===== config.mk =====
export PLATFORM = sky130hd
export DESIGN_NAME = piece_move_sequencer
export DESIGN_NICKNAME = d
export VERILOG_FILES = /design/src/rtl/piece_move_sequencer.sv
export SDC_FILE = /design/constraint.sdc
export NUM_CORES = 1
export LEC_CHECK = 0
export CAP_MARGIN = 20
export CORE_MARGIN = 2
export CORE_UTILIZATION = 25
export DETAILED_ROUTE_END_ITERATION = 12
export GPL_ROUTABILITY_DRIVEN = 0
export GPL_TIMING_DRIVEN = 1
export SLEW_MARGIN = 20
export SYNTH_ARGS = -nofsm -noshare
export SYNTH_HDL_FRONTEND = slang
export SYNTH_SLANG_ARGS = --single-unit
export TNS_END_PERCENT = 1

===== constraint.sdc =====
create_clock -name clk -period 5.4 [get_ports clk]
set_input_delay 0.81 -clock clk [delete_from_list [all_inputs] [get_ports clk]]
set_output_delay 0.81 -clock clk [all_outputs]
set_load 0.05 [all_outputs]

===== src/rtl/piece_move_sequencer.sv =====
// Sequencer that turns gravity ticks, hard-drop and player move/rotate requests into one
// candidate (x,y,rot) at a time for the collision checker. Optional wall kicks: WALL_KICK_EN.
module piece_move_sequencer #(
    parameter int BITS_X_POS = 4,
    parameter int BITS_Y_POS = 5,
    parameter int BITS_ROT   = 2,
    parameter int NUM_KICKS  = 4,
    parameter int MODE_BITS  = 2,
    parameter logic [MODE_BITS-1:0] MODE_PLAY = MODE_BITS'(1),
    parameter logic [MODE_BITS-1:0] MODE_DROP = MODE_BITS'(2)
) (
    input  logic                  clk,
    input  logic                  rst,
    input  logic [MODE_BITS-1:0]  mode,
    input  logic                  game_clk,
    input  logic                  mv_left,
    input  logic                  mv_right,
    input  logic                  mv_rot,
    input  logic [BITS_X_POS-1:0] cur_pos_x,
    input  logic [BITS_Y_POS-1:0] cur_pos_y,
    input  logic [BITS_ROT-1:0]   cur_rot,
    output logic [BITS_X_POS-1:0] test_pos_x,
    output logic [BITS_Y_POS-1:0] test_pos_y,
    output logic [BITS_ROT-1:0]   test_rot,
    output logic                  test_valid,
    input  logic                  test_done,
    input  logic                  test_ok,
    output logic                  upd_valid,
    output logic                  lock,
    output logic                  busy
);

`ifdef WALL_KICK_EN
    typedef enum logic [2:0] {S_IDLE, S_ISSUE, S_WAIT, S_COMMIT, S_LOCK, S_KICK} state_t;
`else
    typedef enum logic [2:0] {S_IDLE, S_ISSUE, S_WAIT, S_COMMIT, S_LOCK} state_t;
`endif
    typedef enum logic [1:0] {OP_DOWN, OP_LEFT, OP_RIGHT, OP_ROT} op_t;

    state_t                state_reg, state_next;
    op_t                   op_reg, op_next;
    logic                  tick_pend_reg, tick_pend_next;
    logic [BITS_X_POS-1:0] test_x_reg, test_x_next;
    logic [BITS_Y_POS-1:0] test_y_reg, test_y_next;
    logic [BITS_ROT-1:0]   test_rot_reg, test_rot_next;
    logic                  test_valid_reg, test_valid_next;
    logic                  mode_active;

`ifdef WALL_KICK_EN
    logic [2:0]            kick_idx_reg, kick_idx_next;
    logic [BITS_X_POS-1:0] kick_off [4];

    // Kick x offsets in try order: +1, -1, +2, -2 (two's complement, wraps with the field)
    generate
        for (genvar gi = 0; gi < 4; gi++) begin : g_kick_off
            localparam int MAG = gi / 2 + 1;
            assign kick_off[gi] = (gi % 2 == 0) ? BITS_X_POS'(MAG) : BITS_X_POS'(-MAG);
        end
    endgenerate
`else
    logic [2:0] unused_num_kicks;
    assign unused_num_kicks = 3'(NUM_KICKS);
`endif

    assign mode_active = (mode == MODE_PLAY) || (mode == MODE_DROP);

    always_ff @(posedge clk or posedge rst) begin
        if (rst) begin
            state_reg      <= S_IDLE;
            op_reg         <= OP_DOWN;
            tick_pend_reg  <= 1'b0;
            test_x_reg     <= '0;
            test_y_reg     <= '0;
            test_rot_reg   <= '0;
            test_valid_reg <= 1'b0;
`ifdef WALL_KICK_EN
            kick_idx_reg   <= '0;
`endif
        end else begin
            state_reg      <= state_next;
            op_reg         <= op_next;
            tick_pend_reg  <= tick_pend_next;
            test_x_reg     <= test_x_next;
            test_y_reg     <= test_y_next;
            test_rot_reg   <= test_rot_next;
            test_valid_reg <= test_valid_next;
`ifdef WALL_KICK_EN
            kick_idx_reg   <= kick_idx_next;
`endif
        end
    end

    always_comb begin
        state_next      = state_reg;
        op_next         = op_reg;
        tick_pend_next  = tick_pend_reg;
        test_x_next     = test_x_reg;
        test_y_next     = test_y_reg;
        test_rot_next   = test_rot_reg;
        test_valid_next = test_valid_reg;
`ifdef WALL_KICK_EN
        kick_idx_next   = kick_idx_reg;
`endif
        case (state_reg)
            S_IDLE: begin
`ifdef WALL_KICK_EN
                kick_idx_next = '0;
`endif
                if (!mode_active) begin
                    test_x_next   = cur_pos_x;
                    test_y_next   = cur_pos_y;
                    test_rot_next = cur_rot;
                end else if (mode == MODE_DROP) begin
                    // Drop wins; a coincident gravity tick is remembered, not lost
                    op_next    = OP_DOWN;
                    state_next = S_ISSUE;
                    if (game_clk) tick_pend_next = 1'b1;
                end else if (tick_pend_reg || game_clk) begin
                    op_next        = OP_DOWN;
                    state_next     = S_ISSUE;
                    tick_pend_next = 1'b0;
                end else if (mv_rot) begin
                    op_next    = OP_ROT;
                    state_next = S_ISSUE;
                end else if (mv_left) begin
                    op_next    = OP_LEFT;
                    state_next = S_ISSUE;
                end else if (mv_right) begin
                    op_next    = OP_RIGHT;
                    state_next = S_ISSUE;
                end
            end
            S_ISSUE: begin
                test_x_next     = cur_pos_x;
                test_y_next     = cur_pos_y;
                test_rot_next   = cur_rot;
                test_valid_next = 1'b1;
                state_next      = S_WAIT;
                case (op_reg)
                    OP_DOWN:  test_y_next   = cur_pos_y + BITS_Y_POS'(1);
                    OP_LEFT:  test_x_next   = cur_pos_x - BITS_X_POS'(1);
                    OP_RIGHT: test_x_next   = cur_pos_x + BITS_X_POS'(1);
                    default:  test_rot_next = cur_rot + BITS_ROT'(1);
                endcase
            end
            S_WAIT: begin
                if (test_done) begin
                    test_valid_next = 1'b0;
                    if (test_ok) begin
                        state_next = S_COMMIT;
                    end else begin
                        case (op_reg)
                            OP_DOWN: state_next = S_LOCK;
`ifdef WALL_KICK_EN
                            OP_ROT:  state_next = (32'(kick_idx_reg) < NUM_KICKS) ? S_KICK : S_IDLE;
`endif
                            default: state_next = S_IDLE;
                        endcase
                    end
                end
            end
            S_COMMIT: begin
                // Hard drop chains straight into the next y+1 while the mode holds
                state_next = (op_reg == OP_DOWN && mode == MODE_DROP) ? S_ISSUE : S_IDLE;
            end
            S_LOCK: state_next = S_IDLE;
`ifdef WALL_KICK_EN
            S_KICK: begin
                test_x_next     = cur_pos_x + kick_off[kick_idx_reg[1:0]];
                test_y_next     = cur_pos_y;
                test_rot_next   = cur_rot + BITS_ROT'(1);
                test_valid_next = 1'b1;
                kick_idx_next   = kick_idx_reg + 3'd1;
                state_next      = S_WAIT;
            end
`endif
            default: state_next = S_IDLE;
        endcase

        if (state_reg != S_IDLE && game_clk) tick_pend_next = 1'b1;
    end

    assign test_pos_x = test_x_reg;
    assign test_pos_y = test_y_reg;
    assign test_rot   = test_rot_reg;
    assign test_valid = test_valid_reg;
    assign upd_valid  = (state_reg == S_COMMIT);
    assign lock       = (state_reg == S_LOCK);
    assign busy       = (state_reg != S_IDLE);

endmodule


======== Word level (Yosys, flattened, before mapping) ========
Index checks and enable logic that the tools add are counted.
word-level totals
  bits in registers ....................... 18
  output and inout bits ................... 15
  input port bits ......................... 21
  word-level logic and storage cells ...... 76
operators by class
  equality and inequality tests ........... 13
  reductions and logical operators ........ 19
  add/sub/neg operators ................... 4
  muxes and demuxes ....................... 33
operator list
  operator                                           count
  two-way mux 3 bit                                  9
  one-hot mux 4 bit (2 select lines)                 2
  two-way mux 2 bit                                  7
  one-hot mux 3 bit (4 select lines)                 1
  two-way mux 5 bit                                  2
  one-hot mux 5 bit (2 select lines)                 1
  two-way mux 1 bit                                  8
  nonzero test 2 bit                                 4
  == test 3 x 2 -> 1 bit (second input constant)     2
  != test 2 bit (second input constant)              3
  != test 6 bit (second input constant)              1
  AND reduction 3 bit                                2
  nonzero test 3 bit                                 2
  adder 5 x 1 -> 5 bit (second input constant)       1
  nonzero test 5 bit                                 1
  adder 4 x 1 -> 4 bit (second input constant)       1
  == test 2 x 1 -> 1 bit (second input constant)     2
  == test 2 bit (second input constant)              2
  two-way mux 4 bit                                  1
  one-hot mux 2 bit (2 select lines)                 1
  AND reduction 2 bit                                2
  AND reduction 4 bit                                1
  subtractor 4 x 1 -> 4 bit (second input constant)  1
  == test 3 x 1 -> 1 bit (second input constant)     1
  other kinds (9)                                    11

======== Longest topological paths before layout ========
  depth in word-level cells ............... 7
  depth in mapped cells ................... 8
  depth with buffers taken out ............ 8

======== Least setup slack after synthesis ========
Ideal clock, no wire load.
  kind .................................... register to output
  from .................................... register state_reg[0]
  to ...................................... output port lock
  buffers on the path ..................... 1
  arrival ................................. 1.645 ns
  setup slack ............................. 2.945 ns
  stages on the path, launching flop included .. 3
  cells stage by stage .................... dfrtp_1 buf_2 nor3_1
on the way
  word-level cells in the longest chain between the ends .. 1
ends and longest elaborated chain
  what                    line  source
  start, declared         40    state_t state_reg, state_next;
  start signal, assigned  80    state_reg <= state_next;
  == test 3 bit           188   assign lock = (state_reg == S_LOCK);
  end, declared           29    output logic lock,
No other way between the ends.

======== Final worst setup path ========
  from .................................... register state_reg[2]
  to ...................................... output port lock
The elaborated chain is that of the path after synthesis.

==> qor.txt <==
Post-synthesis simple-gate area fraction = 0.222
Status = completed
Die ar. = 5240 um2
DRT iter0 DRCs = 59
Worst Hold Depth = 2
Post-CTS sizing = 0
Arrival time at the worst endpoint = 1.88 ns
Hold path startpoint = test_pos_y[4]$_DFFE_PP0P_
Commonest non-fill, non-tap cell in the layout = clkdlybuf4s50_1
Fin crit period = 2.69 ns
Clk_skew = 0.00265 ns
Hold Path Class = reg2reg
Synth Area in XOR/XNOR = 0.0600
Max clock buf depth = 2
Share of cells above drive strength 1 = 0.0683
Final Setup Violations = 0
Synth cell types = 37
WL/cell = 11.6 um
Die width = 72.4 um
R2R cell count = 8
Die H = 72.4 um
Core Region = 4410 um2
Adder-cell share of the synthesized area = 0.0921
Placed cell count = 209
Syn nets = 156
Antenna-violating nets left = 0
Clock Latency Late Sink = 0.25 ns
Worst setup EP type = output pin
Inserted Clock Buffers = 3
Root Buffer = clkbuf_8
Port Buffers = 35
Top cell type's share of synthesized area = 0.385
Vias per cell = 4.61
First-pass GRT wire length = 4.26 mm
Vias = 981
CP Data Required Time = 4.59 ns
GRT Total Usage = 0.105
Most frequent cells in the layout = 35 x clkdlybuf4s50_1, 18 x dfrtp_1, 15 x nand2_1
# IOs = 36
Setup TNS = 0 ns
Worst r2r dst = test_pos_x[3]$_DFFE_PP0P_
Max-Cap Viols = 0
Max VDD drop = 0.307 mV
CP startpoint kind = flip-flop
R2R setup slack = 3.46 ns
Maximum fanout along the worst path = 9
Fmax = 372 MHz
TritonCTS clock tree = built
Final instance area = 1600 um2
Max-slew headroom = 0.517
Cells after Synth = 127
Non-Filler Instances = 213
Inserted Diodes = 0
Synthesized area per cell = 9.20 um2
Main combinational cell family by area after synthesis = simple AND/OR/NAND/NOR gates
Final Hold Viols = 0
Largest register FFs = 5
CTS Sinks = 18
PD cells = 598 nW/um2
Post-DP Area = 1540 um2
Vias in the first global route = 1012
Hold Crit Endpoint = test_pos_y[4]$_DFFE_PP0P_
Leak pwr = 0.669 nW
CTS H-tree depth = 1
Fin Hold WS = 0.482 ns
Clock transition at the registers of the reported paths = 0.07 ns
Max Slew Vio Count = 0
Pre-CTS setup slack = 2.64 ns
Number of nets in the layout = 191
Post-synth top area cell = dfrtp_1
Mux contribution to synthesized area = 0
Drt total wl = 2.48 mm
Netlist Area Pre-Place = 1170 um2
Worst-Margin Slew = 0.723 ns
Post-CTS setup buffer count = 0
FP Rows = 24
Setup WS post-layout = 2.71 ns
Hpwl dp = 1.90 mm
Part of the cycle the worst path needs = 0.498
CTS Hold Bufs = 0
Seq/Total Area, Yosys = 0.385
#FFs+latches synth = 18
Critical path type = reg2out
R2r startpoint = op_reg[0]$_DFFE_PP0P_
RSZ-0062 raised after global routing = false
Area delta synth->final = 36.5%
Initial antenna violation count = 0
Synth Area in Compound Gates = 0.165
Initial Util = 0.265
Largest net degree at the start of global routing = 19
Ys Warns = 0
DRT Pass-1 Iters = 3
Total gr overflow = 0
DR DRC count = 0
Synth area leaders = dfrtp_1 39%, ha_1 7.5%, nand2_1 4.8%, a21oi_1 3.9%, inv_1 3.9%
-- area by class of cell --
cell class / instances / area, um2
timing repair buffer: 35 / 350
sequential: 18 / 450
multi-input combinational: 92 / 629
inverter: 12 / 45.0
clock buffer: 4 / 55.1
tap: 52 / 65.1
fill: 481 / 2820
-- report_power, final --
group	total (mW)	switching, mW	internal, mW
Clock	0.112	0.0471	0.0648
Combinational	0.587	0.367	0.219
Sequential	0.256	0.0562	0.200
-- synth_stat cells --
cell	count
fa_1	1
or2_4	1
a22oi_1	2
o21bai_1	1
a22oi_2	1
and4bb_2	1
nand4_1	2
xnor2_1	4
nand3_1	2
nor3_1	2
nand3b_1	2
a221oi_1	1
or2_1	1
nand2b_1	3
a21oi_1	9
inv_1	12
xor2_1	4
o32ai_1	1
nand2_1	15
o21ai_0	1
o21ai_2	3
and4bb_1	2
or3_1	1
dfrtp_1	18
buf_6	3
nand4b_1	1
o211ai_1	1
a31oi_1	2
and3_1	2
nor2_1	9
ha_1	7
buf_2	2
nor4_1	2
a2111oi_0	1
o31ai_1	2
o21ai_1	4
nor3_2	1
-- stage by stage --
stage,utilization,power [mW]
6_report,0.361,0.955
5_1_grt,0.361,1.03
4_1_cts,0.361,0.968
3_5_place_dp,0.349,0.851
3_3_place_gp,0.349,0.842
2_1_floorplan,-,0.693
-- worst max-delay path, stage by stage (launching register included) --
cell and delay [ns]:
dfrtp_1 0.51, inv_1 0.13, nor3_1 0.15, clkdlybuf4s50_1 0.83
-- kinds of logic (layout without fill, tap and decap cells) --
| family | after synthesis | after routing |
|---|---|---|
| buffers and inverters | 17 | 51 |
| xor gates and xnor gates | 8 | 8 |
| adders and majority gates | 8 | 8 |
| DFF | 18 | 18 |
| AOI/OAI and AO/OA | 29 | 29 |
| and+or+nand+nor | 47 | 47 |
-- metal layers --
| metal | GRT usage | vias up | share of wire |
|---|---|---|---|
| met4 | 0.0288 | 0 | 0.0056 |
| li1 | - | 510 | - |
| met3 | 0.0347 | 2 | 0.067 |
| met1 | 0.118 | 443 | 0.46 |
| met2 | 0.189 | 26 | 0.47 |
| met5 | 0 | - | 0 |
-- worst max path at each step --
stage	startpoint	to
5_1_grt	state_reg[0]$_DFFE_PP0P_	busy
6_report	state_reg[2]$_DFFE_PP0P_	lock
3_5_place_dp	mode[0]	test_pos_y[1]$_DFFE_PP0P_
3_3_place_gp	mode[0]	test_pos_x[1]$_DFFE_PP0P_
4_1_cts	state_reg[2]$_DFFE_PP0P_	lock
2_1_floorplan	state_reg[0]$_DFFE_PP0P_	lock
No activity file was read; power rests on OpenSTA's default activity.
